[src/rtl/vec_pkg.sv]
// Shared defaults and types for the vector register file and its clear engine.
package vec_pkg;
  localparam int VEC_BITS  = 8;
  localparam int VEC_N     = 2;
  localparam int VEC_NREGS = 16;

  typedef logic [VEC_BITS-1:0] lane_t;

  typedef enum logic {CLR_IDLE, CLR_ACTIVE} clr_state_t;
endpackage

[src/rtl/vec_clr_fsm.sv]
// Sequential bulk-clear engine: walks every register index once, one per cycle,
// and reports which index to zero on the coming edge.
module vec_clr_fsm
  import vec_pkg::*;
#(
  parameter int NREGS = VEC_NREGS,
  parameter int SELW  = $clog2(NREGS)
) (
  input  logic            clk,
  input  logic            rst_n,
  input  logic            clr_start,
  output logic            busy,
  output logic            clr_we,
  output logic [SELW-1:0] clr_idx
);

  clr_state_t      state_q;
  logic [SELW-1:0] cnt_q;
  logic            busy_q;

  // busy_q mirrors the state so it can leave the block straight from a flop.
  always_ff @(posedge clk) begin
    if (!rst_n) begin
      state_q <= CLR_IDLE;
      cnt_q   <= '0;
      busy_q  <= 1'b0;
    end else begin
      case (state_q)
        CLR_IDLE: begin
          if (clr_start) begin
            state_q <= CLR_ACTIVE;
            cnt_q   <= '0;
            busy_q  <= 1'b1;
          end
        end
        CLR_ACTIVE: begin
          if (cnt_q == SELW'(NREGS - 1)) begin
            state_q <= CLR_IDLE;
            cnt_q   <= '0;
            busy_q  <= 1'b0;
          end else begin
            cnt_q <= cnt_q + SELW'(1);
          end
        end
        default: begin
          state_q <= CLR_IDLE;
          cnt_q   <= '0;
          busy_q  <= 1'b0;
        end
      endcase
    end
  end

  assign busy    = busy_q;
  assign clr_we  = busy_q;
  assign clr_idx = cnt_q;

endmodule

[src/rtl/vec_reg_file.sv]
// Vector register file: one lane-masked write port, two registered read ports
// that see same-edge writes and clears, plus a sequential bulk clear.
module vec_reg_file
  import vec_pkg::*;
#(
  parameter int  BITS  = VEC_BITS,
  parameter int  N     = VEC_N,
  parameter int  NREGS = VEC_NREGS,
  localparam int SELW  = $clog2(NREGS)
) (
  input  logic            clk,
  input  logic            rst_n,
  input  logic [BITS-1:0] data_in [N-1:0],
  input  logic [N-1:0]    lane_mask,
  input  logic [SELW-1:0] in_sel,
  input  logic            write,
  input  logic [SELW-1:0] out_sel_a,
  input  logic [SELW-1:0] out_sel_b,
  input  logic            out_en_a,
  input  logic            out_en_b,
  input  logic            clr_start,
  output logic [BITS-1:0] out_a [N-1:0],
  output logic [BITS-1:0] out_b [N-1:0],
  output logic            busy,
  output logic            wr_err
);

  logic [BITS-1:0] mem_q   [NREGS][N-1:0];
  logic [BITS-1:0] mem_d   [NREGS][N-1:0];
  logic [BITS-1:0] rd_a    [N-1:0];
  logic [BITS-1:0] rd_b    [N-1:0];
  logic [BITS-1:0] out_a_q [N-1:0];
  logic [BITS-1:0] out_b_q [N-1:0];
  logic            wr_err_q;
  logic            wr_ok;
  logic            clr_we;
  logic [SELW-1:0] clr_idx;

  vec_clr_fsm #(
    .NREGS (NREGS),
    .SELW  (SELW)
  ) u_clr (
    .clk       (clk),
    .rst_n     (rst_n),
    .clr_start (clr_start),
    .busy      (busy),
    .clr_we    (clr_we),
    .clr_idx   (clr_idx)
  );

  assign wr_ok = write && !busy && (int'(in_sel) < NREGS);

  // mem_d is the post-edge register image; reads tap it to get the bypass for free.
  always_comb begin
    mem_d = mem_q;
    for (int r = 0; r < NREGS; r++) begin
      if (clr_we && (clr_idx == SELW'(r))) begin
        for (int l = 0; l < N; l++) mem_d[r][l] = '0;
      end
      if (wr_ok && (in_sel == SELW'(r))) begin
        for (int l = 0; l < N; l++) begin
          if (lane_mask[l]) mem_d[r][l] = data_in[l];
        end
      end
    end
  end

  always_ff @(posedge clk) begin
    if (!rst_n) begin
      for (int r = 0; r < NREGS; r++) begin
        for (int l = 0; l < N; l++) mem_q[r][l] <= '0;
      end
    end else begin
      mem_q <= mem_d;
    end
  end

  // Selects past the last register match nothing and read as zero.
  always_comb begin
    for (int l = 0; l < N; l++) begin
      rd_a[l] = '0;
      rd_b[l] = '0;
    end
    for (int r = 0; r < NREGS; r++) begin
      if (out_sel_a == SELW'(r)) begin
        for (int l = 0; l < N; l++) rd_a[l] = mem_d[r][l];
      end
      if (out_sel_b == SELW'(r)) begin
        for (int l = 0; l < N; l++) rd_b[l] = mem_d[r][l];
      end
    end
  end

  always_ff @(posedge clk) begin
    if (!rst_n) begin
      for (int l = 0; l < N; l++) begin
        out_a_q[l] <= '0;
        out_b_q[l] <= '0;
      end
      wr_err_q <= 1'b0;
    end else begin
      for (int l = 0; l < N; l++) begin
        out_a_q[l] <= out_en_a ? rd_a[l] : '0;
        out_b_q[l] <= out_en_b ? rd_b[l] : '0;
      end
      wr_err_q <= write && !wr_ok;
    end
  end

  genvar gi;
  generate
    for (gi = 0; gi < N; gi++) begin : g_out
      assign out_a[gi] = out_a_q[gi];
      assign out_b[gi] = out_b_q[gi];
    end
  endgenerate

  assign wr_err = wr_err_q;

endmodule

[config.mk]
export PLATFORM = sky130hd
export DESIGN_NAME = vec_reg_file
export DESIGN_NICKNAME = d
export VERILOG_FILES = /design/src/rtl/vec_pkg.sv /design/src/rtl/vec_clr_fsm.sv /design/src/rtl/vec_reg_file.sv
export SDC_FILE = /design/constraint.sdc
export NUM_CORES = 1
export LEC_CHECK = 0
export BUFFER_PORTS_ARGS = -buffer_cell sky130_fd_sc_hd__clkbuf_2
export CORE_ASPECT_RATIO = 2
export CORE_MARGIN = 2
export CORE_UTILIZATION = 35
export DETAILED_ROUTE_END_ITERATION = 10
export PLACE_DENSITY = 0.56
export SLEW_MARGIN = 10
export SYNTH_ARGS = -nofsm -noshare
export SYNTH_HDL_FRONTEND = slang
export SYNTH_SLANG_ARGS = --single-unit
[constraint.sdc]
create_clock -name clk -period 4.6 [get_ports clk]
set_input_delay 0.46 -clock clk [delete_from_list [all_inputs] [get_ports clk]]
set_output_delay 0.46 -clock clk [all_outputs]
set_load 0.05 [all_outputs]
==> results.toml <==
[synthesis]
synth_top_area_share_pct = 35.2
synth-seq-cells = 295
synthXorXnorAreaFrac_pct = 0
synth_simple_gate_area_share_pct = 25.8
synth_edf_count = 0
synth_top_family_by_area = "compound AO/OA/AOI/OAI gates"
synth.distinct_cells = 92
async_reset_ff_share_pct = 0
syn_avg_cell_area_um2 = 8.13
synth_compound_area_share_pct = 30.9
yosys-top-cells-area = "dfxtp_1, and2_1, a22o_1"
synth_flop_cell = "dfxtp_1"
syn_nets = 2102
synth_seq_area_share_pct = 35.2
ys_warn_count = 0
syn_area_mm2 = 0.0168
muxShareOfSynthArea_pct = 3.22
yosys.area_share.adder_pct = 0.299
synth_cells = 2062
yosys.area.top_type = "dfxtp_1"

[placed_design]
gp_congestion = 1.04
port_buffers = 69
hpwl_mm = 69.3

[cells_and_area]
area_growth_pct = 13.2
final_nets = 2133
drive_above_1_share_pct = 13.3
layout_commonest_cell = "dfxtp_1"
layout.cells.most_common_list = "dfxtp_1, nand2_1, and2_1"

[clock_tree]
cts_resized = 0
clk_pin_slew_worst_paths_ps = 60
cts_tree = "yes"
cts_setup_buffers = 0
cts_buffers = 29
clk_latency_ps = 610
h-tree-depth = 1
root_buffer = "clkbuf_16"
hold_buffers = 0
clock_sinks = 295
cts.path.max_buffers = 3

[route]
drcViolationCount = 0
vias_per_cell = 6.71
first_pass_iters = 9
routedWlPerCell_um = 35.0
vias = 18400
drt_iter0_markers = 2191
drt-total-wl_mm = 96.1
final_antenna_net_count = 0

[hold_path]
min_from = "write"
hp-class = "primary input to flip-flop"
hold_end = "wr_err$_SDFF_PN0_"
holdPathStages = 2

[power_and_ir_drop]
switching_power_uw = 1820
p_leak_uw = 0.00700
p_seq_share_pct = 43.0
cellPowerDensity_mw_per_mm2 = 318
power.share.clock_pct = 42.4
ir_drop_mv = 0.356
sw_frac_of_total_pct = 30.1
pwr-share-comb_pct = 14.6
intPower_uw = 4220

[floorplan]
ios = 70
rows = 113
start_util_pct = 35.4
die_x_um = 159
die_area_mm2 = 0.0498
coreArea_mm2 = 0.0474
fp.dieH_um = 313

[timing]
final_hold_viol_count = 0
setup_tns_ps = 0
finalCritPeriodShare_pct = 82.6
relSlewSlack_pct = 9.99
clock.fmax_mhz = 263
finalSetupViolations = 0
rsz0062_at_grt = "false"
skew_ps = 14.4
fin_crit_ps = 3800
hold_slack_ps = 217
drv_slew = 0
worst_pin_slew_ps = 1350

[critical_path]
crit_type = "flip-flop to flip-flop"
reg2reg_setup_slack_ps = 800
slowest_stage = "a22oi_1"
startpoint_type = "flip-flop"
end_kind = "flip-flop"
rr_endpoint = "out_b_q[0][15]$_SDFF_PN0_"
crit_required_ps = 5070
r2r-start = "u_clr.busy$_SDFFE_PN0P_"
critPathMaxStageDelay_ps = 1020
reg2regPathDepth = 6
crit_top_cell = "a211oi_1"
crit_fanout = 27
worstPathArrival_ps = 4270
worstPathCellList = "and4b_1 -> a21oi_1 -> a22oi_1 -> a211oi_1 -> a211oi_1 -> nor3_1"

[job]
maxCapViolCount = 0

[grt]
antenna_found_initial = 4
grt_pass1_vias = 17900
grt_pass1_wl_mm = 135
grt.total_usage_pct = 37.6
overflow = 0
grt_max_degree = 134

[outcome]
status = "completed"
[how the worst max path moves through the flow]
stage                             from                         to  slack, ps
6_report       u_clr.busy$_SDFFE_PN0P_  out_b_q[0][15]$_SDFF_PN0_        800
2_1_floorplan  u_clr.busy$_SDFFE_PN0P_  out_a_q[0][10]$_SDFF_PN0_       1980
4_1_cts        u_clr.busy$_SDFFE_PN0P_  out_b_q[0][11]$_SDFF_PN0_        830
3_3_place_gp   u_clr.busy$_SDFFE_PN0P_   out_a_q[0][2]$_SDFF_PN0_        610
3_5_place_dp   u_clr.busy$_SDFFE_PN0P_  out_b_q[0][11]$_SDFF_PN0_        850
5_1_grt        u_clr.busy$_SDFFE_PN0P_  out_b_q[0][11]$_SDFF_PN0_        680
[Yosys cell counts (all sizes together) (28+ instances only)]
| master | instances |
|---|---|
| mux2i | 28 |
| buf | 43 |
| and2 | 172 |
| a21oi | 114 |
| o22ai | 35 |
| o211ai | 35 |
| nand2 | 181 |
| a31oi | 69 |
| nor2 | 124 |
| nor2b | 101 |
| a22o | 94 |
| a22oi | 70 |
| o21ai | 127 |
| nand3 | 96 |
| dfxtp | 295 |
| clkbuf | 131 |
| and3 | 55 |
[cell families (layout without fill, tap and decap cells)]
family,count (synthesis),after routing
other,0,3
adders and majority gates,4,4
buffers and inverters,185,236
DFF,295,295
muxes,44,44
AOI/OAI and AO/OA,734,734
and+or+nand+nor,800,800
[metrics by stage]
stage / setup WS, ps / power [uW] / area [um2] / std cells / utilization [%]
after floorplan: 1980 / 3110 / 16800 / 2062 / -
after global placement: 614 / 3490 / 18000 / 2693 / 38.0
after detailed placement: 853 / 3490 / 18000 / 2694 / 38.0
after CTS: 825 / 6020 / 19000 / 2745 / 40.1
after global routing: 679 / 6150 / 19000 / 2745 / 40.1
final: 801 / 6040 / 19000 / 2748 / 40.1
[final cells by class]
class / instances / area [um2]
Fill cell: 4832 / 28400
Multi-Input combinational cell: 1582 / 10100
Sequential cell: 295 / 5910
Timing Repair Buffer: 174 / 1170
Clock buffer: 41 / 831
Tap cell: 632 / 791
Clock inverter: 10 / 131
Inverter: 11 / 41.3
Antenna cell: 3 / 7.51
[worst max-delay path: cells and delay by family, from the launching register on]
kind / cells / cell delay [ps]
compound gates: 4 / 2030
flops: 1 / 540
simple gates: 2 / 1080
[power by group through the flow]
stage / Combinational [uW] / Sequential, uW / Clock (uW)
after floorplan: 423 / 2690 / 0
after global placement: 836 / 2650 / 0
after detailed placement: 835 / 2650 / 0
after CTS: 838 / 2600 / 2590
after global routing: 890 / 2600 / 2670
final: 879 / 2600 / 2560
[layer usage]
metal | part of all wire (%) | up-vias | global-route usage (%)
met5 | 0.012 | - | 0
met4 | 11 | 2 | 32.2
met3 | 8.1 | 465 | 5.96
met2 | 47 | 1308 | 63.3
met1 | 34 | 8917 | 41.3
li1 | - | 7755 | -
[registers in the layout (all words and copies together) (netlist names)]
name,flops
mem_q,256
out_a_q,16
out_b_q,16
u_clr.clr_idx,4
u_clr.busy,1
u_clr.state_q,1
wr_err,1
(Power assumes the default switching activity.)
